**config.mk**
```make
export PLATFORM = sky130hd
export DESIGN_NAME = sram_port_arbiter
export DESIGN_NICKNAME = d
export VERILOG_FILES = /design/src/rtl/sram_arb_pkg.sv /design/src/rtl/sram_rr_arbiter.sv /design/src/rtl/sram_port_arbiter.sv
export SDC_FILE = /design/constraint.sdc
export NUM_CORES = 1
export LEC_CHECK = 0
export BUFFER_PORTS_ARGS = -buffer_cell sky130_fd_sc_hd__buf_4
export CORE_MARGIN = 10
export CORE_UTILIZATION = 49
export CTS_CLUSTER_SIZE = 25
export DETAILED_ROUTE_END_ITERATION = 10
export GPL_TIMING_DRIVEN = 0
export PLACE_DENSITY = 0.91
export SYNTH_ARGS = -nofsm -noshare
export SYNTH_HDL_FRONTEND = slang
export SYNTH_SLANG_ARGS = --single-unit
```
**constraint.sdc**
```tcl
create_clock -name clock -period 4.38 [get_ports clock]
set_clock_uncertainty 0.2 [all_clocks]
set_input_delay 0.876 -clock clock [delete_from_list [all_inputs] [get_ports clock]]
set_output_delay 0.876 -clock clock [all_outputs]
set_load 0.05 [all_outputs]
```
**src/rtl/sram_arb_pkg.sv**
```systemverilog
// Shared types and default sizing for the SRAM port arbiter.
package sram_arb_pkg;

    typedef enum logic [1:0] {IDLE, ACCESS, TURN} state_e;
    typedef enum logic {PORT_I, PORT_D} port_e;

    localparam int DEF_ADDR_W        = 20;
    localparam int DEF_DATA_W        = 32;
    localparam int DEF_ACCESS_CYCLES = 2;
    localparam int DEF_DPRIO         = 1;

endpackage

```
**src/rtl/sram_rr_arbiter.sv**
```systemverilog
// Two-way selector: fixed D priority, or round-robin against the last grant.
module sram_rr_arbiter
    import sram_arb_pkg::*;
#(
    parameter int DPRIO = DEF_DPRIO
) (
    input  logic [1:0] req,         // bit 0 = I, bit 1 = D
    input  port_e      last_grant,
    output logic [1:0] grant
);

    always_comb begin
        grant = 2'b00;
        case (req)
            2'b01:   grant = 2'b01;
            2'b10:   grant = 2'b10;
            2'b11:   grant = ((DPRIO != 0) || (last_grant == PORT_I)) ? 2'b10 : 2'b01;
            default: grant = 2'b00;
        endcase
    end

endmodule

```
**src/rtl/sram_port_arbiter.sv**
```systemverilog
// Shares the single-ported SRAM between the fetch (I) and data (D) ports,
// holding each request for ACCESS_CYCLES and returning a completion pulse.
module sram_port_arbiter
    import sram_arb_pkg::*;
#(
    parameter int ADDR_W        = DEF_ADDR_W,
    parameter int DATA_W        = DEF_DATA_W,
    parameter int ACCESS_CYCLES = DEF_ACCESS_CYCLES,
    parameter int DPRIO         = DEF_DPRIO
) (
    input  logic                  clock,
    input  logic                  resetn,
    input  logic                  i_req,
    input  logic [ADDR_W-1:0]     i_addr,
    output logic                  i_ready,
    output logic                  i_rvalid,
    output logic [DATA_W-1:0]     i_rdata,
    input  logic                  d_req,
    input  logic                  d_we,
    input  logic [ADDR_W-1:0]     d_addr,
    input  logic [DATA_W-1:0]     d_wdata,
    input  logic [DATA_W/8-1:0]   d_wmask,
    output logic                  d_ready,
    output logic                  d_rvalid,
    output logic                  d_bvalid,
    output logic [DATA_W-1:0]     d_rdata,
    output logic                  io_sram_en,
    output logic                  io_sram_we,
    output logic [ADDR_W-1:0]     io_sram_addr,
    output logic [DATA_W-1:0]     io_sram_din,
    output logic [DATA_W/8-1:0]   io_sram_wmask,
    input  logic [DATA_W-1:0]     io_sram_dout
);

    localparam int MASK_W = DATA_W / 8;
    localparam int CNT_W  = $clog2(ACCESS_CYCLES + 1);
    localparam logic [CNT_W-1:0] CNT_LOAD = CNT_W'(ACCESS_CYCLES - 1);

    generate
        if (ACCESS_CYCLES < 1) begin : g_bad_access_cycles
            $error("sram_port_arbiter: ACCESS_CYCLES must be at least 1");
        end
    endgenerate

    state_e              state_reg, state_next;
    logic [CNT_W-1:0]    cnt_reg, cnt_next;
    port_e               owner_reg, last_grant_reg;
    logic                en_reg, we_reg;
    logic [ADDR_W-1:0]   addr_reg;
    logic [DATA_W-1:0]   din_reg, i_rdata_reg, d_rdata_reg;
    logic [MASK_W-1:0]   wmask_reg;
    logic                i_rvalid_reg, d_rvalid_reg, d_bvalid_reg;
    logic [1:0]          req_vec, grant, ready_vec;
    logic                accept, accept_d, done;

    assign req_vec = {d_req, i_req};

    sram_rr_arbiter #(.DPRIO(DPRIO)) u_arb (
        .req        (req_vec),
        .last_grant (last_grant_reg),
        .grant      (grant)
    );

    // Grants are only honoured while the bus is idle.
    generate
        for (genvar gi = 0; gi < 2; gi++) begin : g_ready
            assign ready_vec[gi] = (state_reg == IDLE) && grant[gi];
        end
    endgenerate

    assign i_ready  = ready_vec[0];
    assign d_ready  = ready_vec[1];
    assign accept   = |ready_vec;
    assign accept_d = ready_vec[1];

    always_comb begin
        state_next = state_reg;
        cnt_next   = cnt_reg;
        done       = 1'b0;
        case (state_reg)
            IDLE: begin
                if (accept) begin
                    state_next = ACCESS;
                    cnt_next   = CNT_LOAD;
                end
            end
            ACCESS: begin
                if (cnt_reg == '0) begin
                    done       = 1'b1;
                    state_next = we_reg ? TURN : IDLE;
                end else begin
                    cnt_next = cnt_reg - 1'b1;
                end
            end
            TURN:    state_next = IDLE;
            default: state_next = IDLE;
        endcase
    end

    always_ff @(posedge clock or negedge resetn) begin
        if (!resetn) begin
            state_reg      <= IDLE;
            cnt_reg        <= '0;
            owner_reg      <= PORT_I;
            last_grant_reg <= PORT_D;
            en_reg         <= 1'b0;
            we_reg         <= 1'b0;
            addr_reg       <= '0;
            din_reg        <= '0;
            wmask_reg      <= '0;
            i_rdata_reg    <= '0;
            d_rdata_reg    <= '0;
            i_rvalid_reg   <= 1'b0;
            d_rvalid_reg   <= 1'b0;
            d_bvalid_reg   <= 1'b0;
        end else begin
            state_reg    <= state_next;
            cnt_reg      <= cnt_next;
            i_rvalid_reg <= 1'b0;
            d_rvalid_reg <= 1'b0;
            d_bvalid_reg <= 1'b0;
            if (accept) begin
                owner_reg      <= accept_d ? PORT_D : PORT_I;
                last_grant_reg <= accept_d ? PORT_D : PORT_I;
                en_reg         <= 1'b1;
                we_reg         <= accept_d && d_we;
                addr_reg       <= accept_d ? d_addr : i_addr;
                din_reg        <= (accept_d && d_we) ? d_wdata : '0;
                wmask_reg      <= (accept_d && d_we) ? d_wmask : '0;
            end else if (done) begin
                // Last ACCESS cycle: release the bus and signal the owner.
                en_reg    <= 1'b0;
                we_reg    <= 1'b0;
                addr_reg  <= '0;
                din_reg   <= '0;
                wmask_reg <= '0;
                if (we_reg) begin
                    d_bvalid_reg <= 1'b1;
                end else if (owner_reg == PORT_D) begin
                    d_rvalid_reg <= 1'b1;
                    d_rdata_reg  <= io_sram_dout;
                end else begin
                    i_rvalid_reg <= 1'b1;
                    i_rdata_reg  <= io_sram_dout;
                end
            end
        end
    end

    assign io_sram_en    = en_reg;
    assign io_sram_we    = we_reg;
    assign io_sram_addr  = addr_reg;
    assign io_sram_din   = din_reg;
    assign io_sram_wmask = wmask_reg;
    assign i_rvalid      = i_rvalid_reg;
    assign i_rdata       = i_rdata_reg;
    assign d_rvalid      = d_rvalid_reg;
    assign d_bvalid      = d_bvalid_reg;
    assign d_rdata       = d_rdata_reg;

endmodule

```
==> After elaboration in Yosys (flattened, before gate mapping) <==
Cells that the tools add are included.
{ "classes": {"addsub": 1, "mux": 33, "n_shift": 0, "reduce_logical": 13, "n_eq_ne": 7, "n_mul": 0, "bitwise_logic": 3, "div": 0, "magnitude_cmp": 0} }
{ "op_table": {"columns": ["operator", "count"], "rows": [
  ["$mux W32", 3],
  ["$mux W20", 3],
  ["$mux W1", 17],
  ["$mux W4", 3],
  ["$pmux W2 S2", 3],
  ["$mux W2", 4],
  ["$reduce_and A4 Y1", 2],
  ["$ne A2 B2 Y1 const B", 3],
  ["$eq A2 B1 Y1 const B", 2],
  ["$eq A2 B2 Y1 const B", 2],
  ["$logic_not A2 Y1", 2],
  ["$reduce_bool A2 Y1", 2],
  ["$reduce_or A2 Y1", 2],
  ["$logic_and A1 B1 Y1", 3],
  ["$not A1 Y1", 3],
  ["$reduce_and A3 Y1", 1],
  ["$reduce_and A2 Y1", 1],
  ["$sub A2 B1 Y2 const B", 1]
]} }
{ "totals": {"ram_bits": 0, "word_cells": 70, "latchBits": 0, "n_memories": 0, "reg_bits": 130, "input_bits": 113, "output_inout_bits": 127, "mem_bits_ro": 0} }

==> Depth between registers and ports, before layout <==
{ "depth": {"depth_word": 7, "depth_mapped": 7, "mapped_depth_nobuf": 5} }

==> Cells and area by module <==
From an unflattened synthesis, not the netlist that was laid out.
{ "hier_totals": {"hier_cells": 328, "area_unflattened_um2": 5022.3} }
{ "by_module_without_submodules": {"columns": ["module", "seq_area_each_um2", "area_per_inst_um2", "cells_each", "instances"], "rows": [
  ["sram_port_arbiter", 3279.4, 5012.3, 326, 1],
  ["sram_rr_arbiter", 0.0, 10.0, 2, 1]
]} }

==> Worst setup path before layout <==
Ideal clock, no wire load.
{ "synth_path": {"kind": "input port to output port", "startpoint": "in d_req", "endpoint": "out d_ready", "required_ns": 3.304, "setup_slack_ns": 1.548, "arrival_time_ns": 1.756, "n_path_buf": 1, "path_stages": 2, "cell_sequence": "nor3b_2 -> clkbuf_1"} }
{ "synth_via": {"elab_chain_cells": 4, "elab_cells_between_ends": 6, "classes_between": "eq/ne (3); mux (1); reduce/logical (2)"} }
{ "synth_rtl": {"columns": ["item", "line_no", "text"], "rows": [
  ["start: declaration", "sram_port_arbiter.sv:18", "input logic d_req,"],
  ["$eq A2 B2 Y1", "sram_rr_arbiter.sv:14", "case (req)"],
  ["$reduce_or A2 Y1 (no source line)", null, null],
  ["$pmux W2 S2 *", "sram_rr_arbiter.sv:14", null],
  ["$logic_and A1 B1 Y1 *", "sram_port_arbiter.sv:67", "assign ready_vec[gi] = (state_reg == IDLE) && grant[gi];"],
  ["end: declaration", "sram_port_arbiter.sv:23", "output logic d_ready,"]
]} }
Mark *: on every way between the ends. The rest lies on a longest branch, timed or not.

==> Worst setup path in the final report <==
{ "layout_path": {"startpoint": "reg state_reg[0]", "endpoint": "out d_ready"} }
{ "layout_via": {"elab_chain_cells": 2} }
{ "layout_rtl": {"columns": ["item", "line_no", "text"], "rows": [
  ["start: declaration", "sram_port_arbiter.sv:45", "state_e state_reg, state_next;"],
  ["start signal: assignment", "sram_port_arbiter.sv:117", "state_reg <= state_next;"],
  ["$logic_not A2 Y1", "sram_port_arbiter.sv:67", null],
  ["$logic_and A1 B1 Y1", "sram_port_arbiter.sv:67", null]
]} }
Every way passes these cells.

==> results.tsv <==
metric	value	unit
status	complete, no violations	
grt_overflow	0	
ant_nets	0	
yosysSeqAreaShare	0.655	
hold_buffers	0	
postCtsSetupBuffers	0	
ys.flop_type	dfrtp_1	
hold_viol_final	0	
drv_slew	0	
design_area	7490	µm²
grt_pass1_wl	22900	µm
drt_first_pass_iters	4	
crit_fanout	10	
hpwl	11500	µm
grt_max_degree	106	
arrival	2.10	ns
hp-class	in -> async	
die_h	121	µm
finalSetupViolations	0	
peakVddDrop	0.495	mV
grt_usage	0.201	
seq_area	3250	µm²
yosysMostFrequentCell	dfrtp_1	
crit_chain	buf_4 > nor3b_2 > clkbuf_1 > buf_4	
root_buffer	clkbuf_8	
port_buffers	239	
syn_inst	323	
multiInputGateArea	1550	µm²
placed_area	6960	µm²
layout-drive-gt1-share	0.543	
final_nets	696	
rows	36	
synth.area.top_cells	dfrtp_1, a22o_1, mux2_1	
leakagePower	0.00398	µW
maxCapViolCount	0	
nFillCells	604	
power_density	938	nW/µm²
insertedDiodeCount	0	
path_common_cell	buf_4	
grt_pass1_vias	4281	
cp_data_required_time	3.30	ns
fin_crit	3.17	ns
tightest_slew	0.521	ns
ys_types	28	
drc	0	
clkLatencyLatePin	0.51	ns
gp_congestion	0.781	
synth_edf_count	0	
cp_slowest_cell	clkbuf_1	
h-tree-depth	4	
die_x	121	µm
async_flop_share	1.00	
io_pins	240	
cp_top_family	buffers and inverters	
drt-initial-drc-count	199	
synth_warnings	0	
viasPerCell	5.24	
fp.dieArea	14600	µm²
start_util	0.506	
post-route-period-util	0.724	
slew_headroom	0.653	
synth_top_cells_by_count	dfrtp_1, a22o_1, mux2_1, mux2_2, a21o_1	
tns	0	ns
wire_per_inst	20.3	µm
post_cts_resize_count	0	
core	9820	µm²
syn-cell-area	4960	µm²
slowest_delay	0.40	ns
cts_tree	yes	
clock_sinks	130	
syn2layout_area_growth	50.9	%
synth.avg_cell_area	15.4	µm²
syn_nets	437	
num_vias	3801	
routed_wirelength	14700	µm
end_kind	output port	
yosysTopAreaCell	dfrtp_1	
clockBufferDepth	2	
p_total	7030	µW
ys_ff_latch	130	
antenna_found_initial	0	
rsz0062_at_grt	no	
synth_top_area_share	0.655	
criticalPathCategory	reg -> out	
critPathBufInv	3	
path_clk_slew	0.06	ns
fmax	315	MHz
cts_made_buffers	17	
crit_path_start_kind	register	
-- power by group --
part | total (µW) | internal (µW) | switching, µW
combinational | 3750 | 1230 | 2520
clock | 1270 | 801 | 472
sequential | 2010 | 1720 | 295
-- logic make-up after synthesis --
group | after synthesis | share of synthesized area
AOI/OAI and AO/OA | 86 | 0.143
DFF | 130 | 0.655
buffers and inverters | 28 | 0.0320
adders and majority gates | 1 | 0.00252
muxes | 64 | 0.145
and+or+nand+nor | 14 | 0.0222
-- area by class of cell --
type | count | area share
buffer | 23 | 0.0187
clock buffer | 24 | 0.0641
clock inverter | 6 | 0.00735
inverter | 5 | 0.00251
multi-input combinational | 165 | 0.207
sequential | 130 | 0.434
tap | 133 | 0.0222
timing repair buffer | 240 | 0.244
-- worst paths after layout --
kind / startpoint / depth (start not counted) / to / slack (ns)
max in group asynchronous: resetn / 2 / i_rdata[21]$_DFFE_PN0P_ / 3.18
setup / recovery: state_reg[0]$_DFFE_PN0P_ / 4 / d_ready / 1.21
setup reg to reg: cnt_reg[0]$_DFFE_PN0P_ / 7 / i_rdata[15]$_DFFE_PN0P_ / 2.17
hold reg to reg: io_sram_addr[16]$_DFFE_PN0P_ / 1 / io_sram_addr[16]$_DFFE_PN0P_ / 0.28
min in group clock: io_sram_addr[16]$_DFFE_PN0P_ / 1 / io_sram_addr[16]$_DFFE_PN0P_ / 0.28
hold / removal: resetn / 1 / i_rdata[0]$_DFFE_PN0P_ / 0.02
-- metrics by stage --
step                      setup slack [ns]  hold WS [ns]  utilization  instances
after global placement                1.31         0.260        0.705        695
after CTS                             1.18        0.0109        0.763        726
after detailed placement              1.30         0.267        0.708        696
after global routing                  1.09        0.0158        0.763        726
final                                 1.21        0.0157        0.763        726
after floorplan                       1.55         0.273            -        323
-- placed cells by master (no fill, tap or decap), types with 2 or more instances in the layout --
cell,count
clkbuf_16,16
clkbuf_1,7
dfrtp_1,130
and4b_1,2
buf_2,10
mux2_2,32
mux2_1,32
clkbuf_8,5
inv_1,5
buf_6,3
a21o_1,21
buf_4,245
nor2_1,2
o21ai_0,3
a22o_1,57
and2_1,2
clkinv_2,5
-- routing by layer --
| metal | routed length (µm) | vias to the layer above | part of all wire | GRT usage |
|---|---|---|---|---|
| met5 | 0 | - | 0 | 0 |
| met4 | 361 | 0 | 0.025 | 0.0875 |
| met3 | 1550 | 30 | 0.10 | 0.0917 |
| met2 | 7230 | 189 | 0.49 | 0.337 |
| met1 | 5590 | 1867 | 0.38 | 0.214 |
| li1 | - | 1715 | - | - |
No activity file was read; power rests on OpenSTA's default activity.
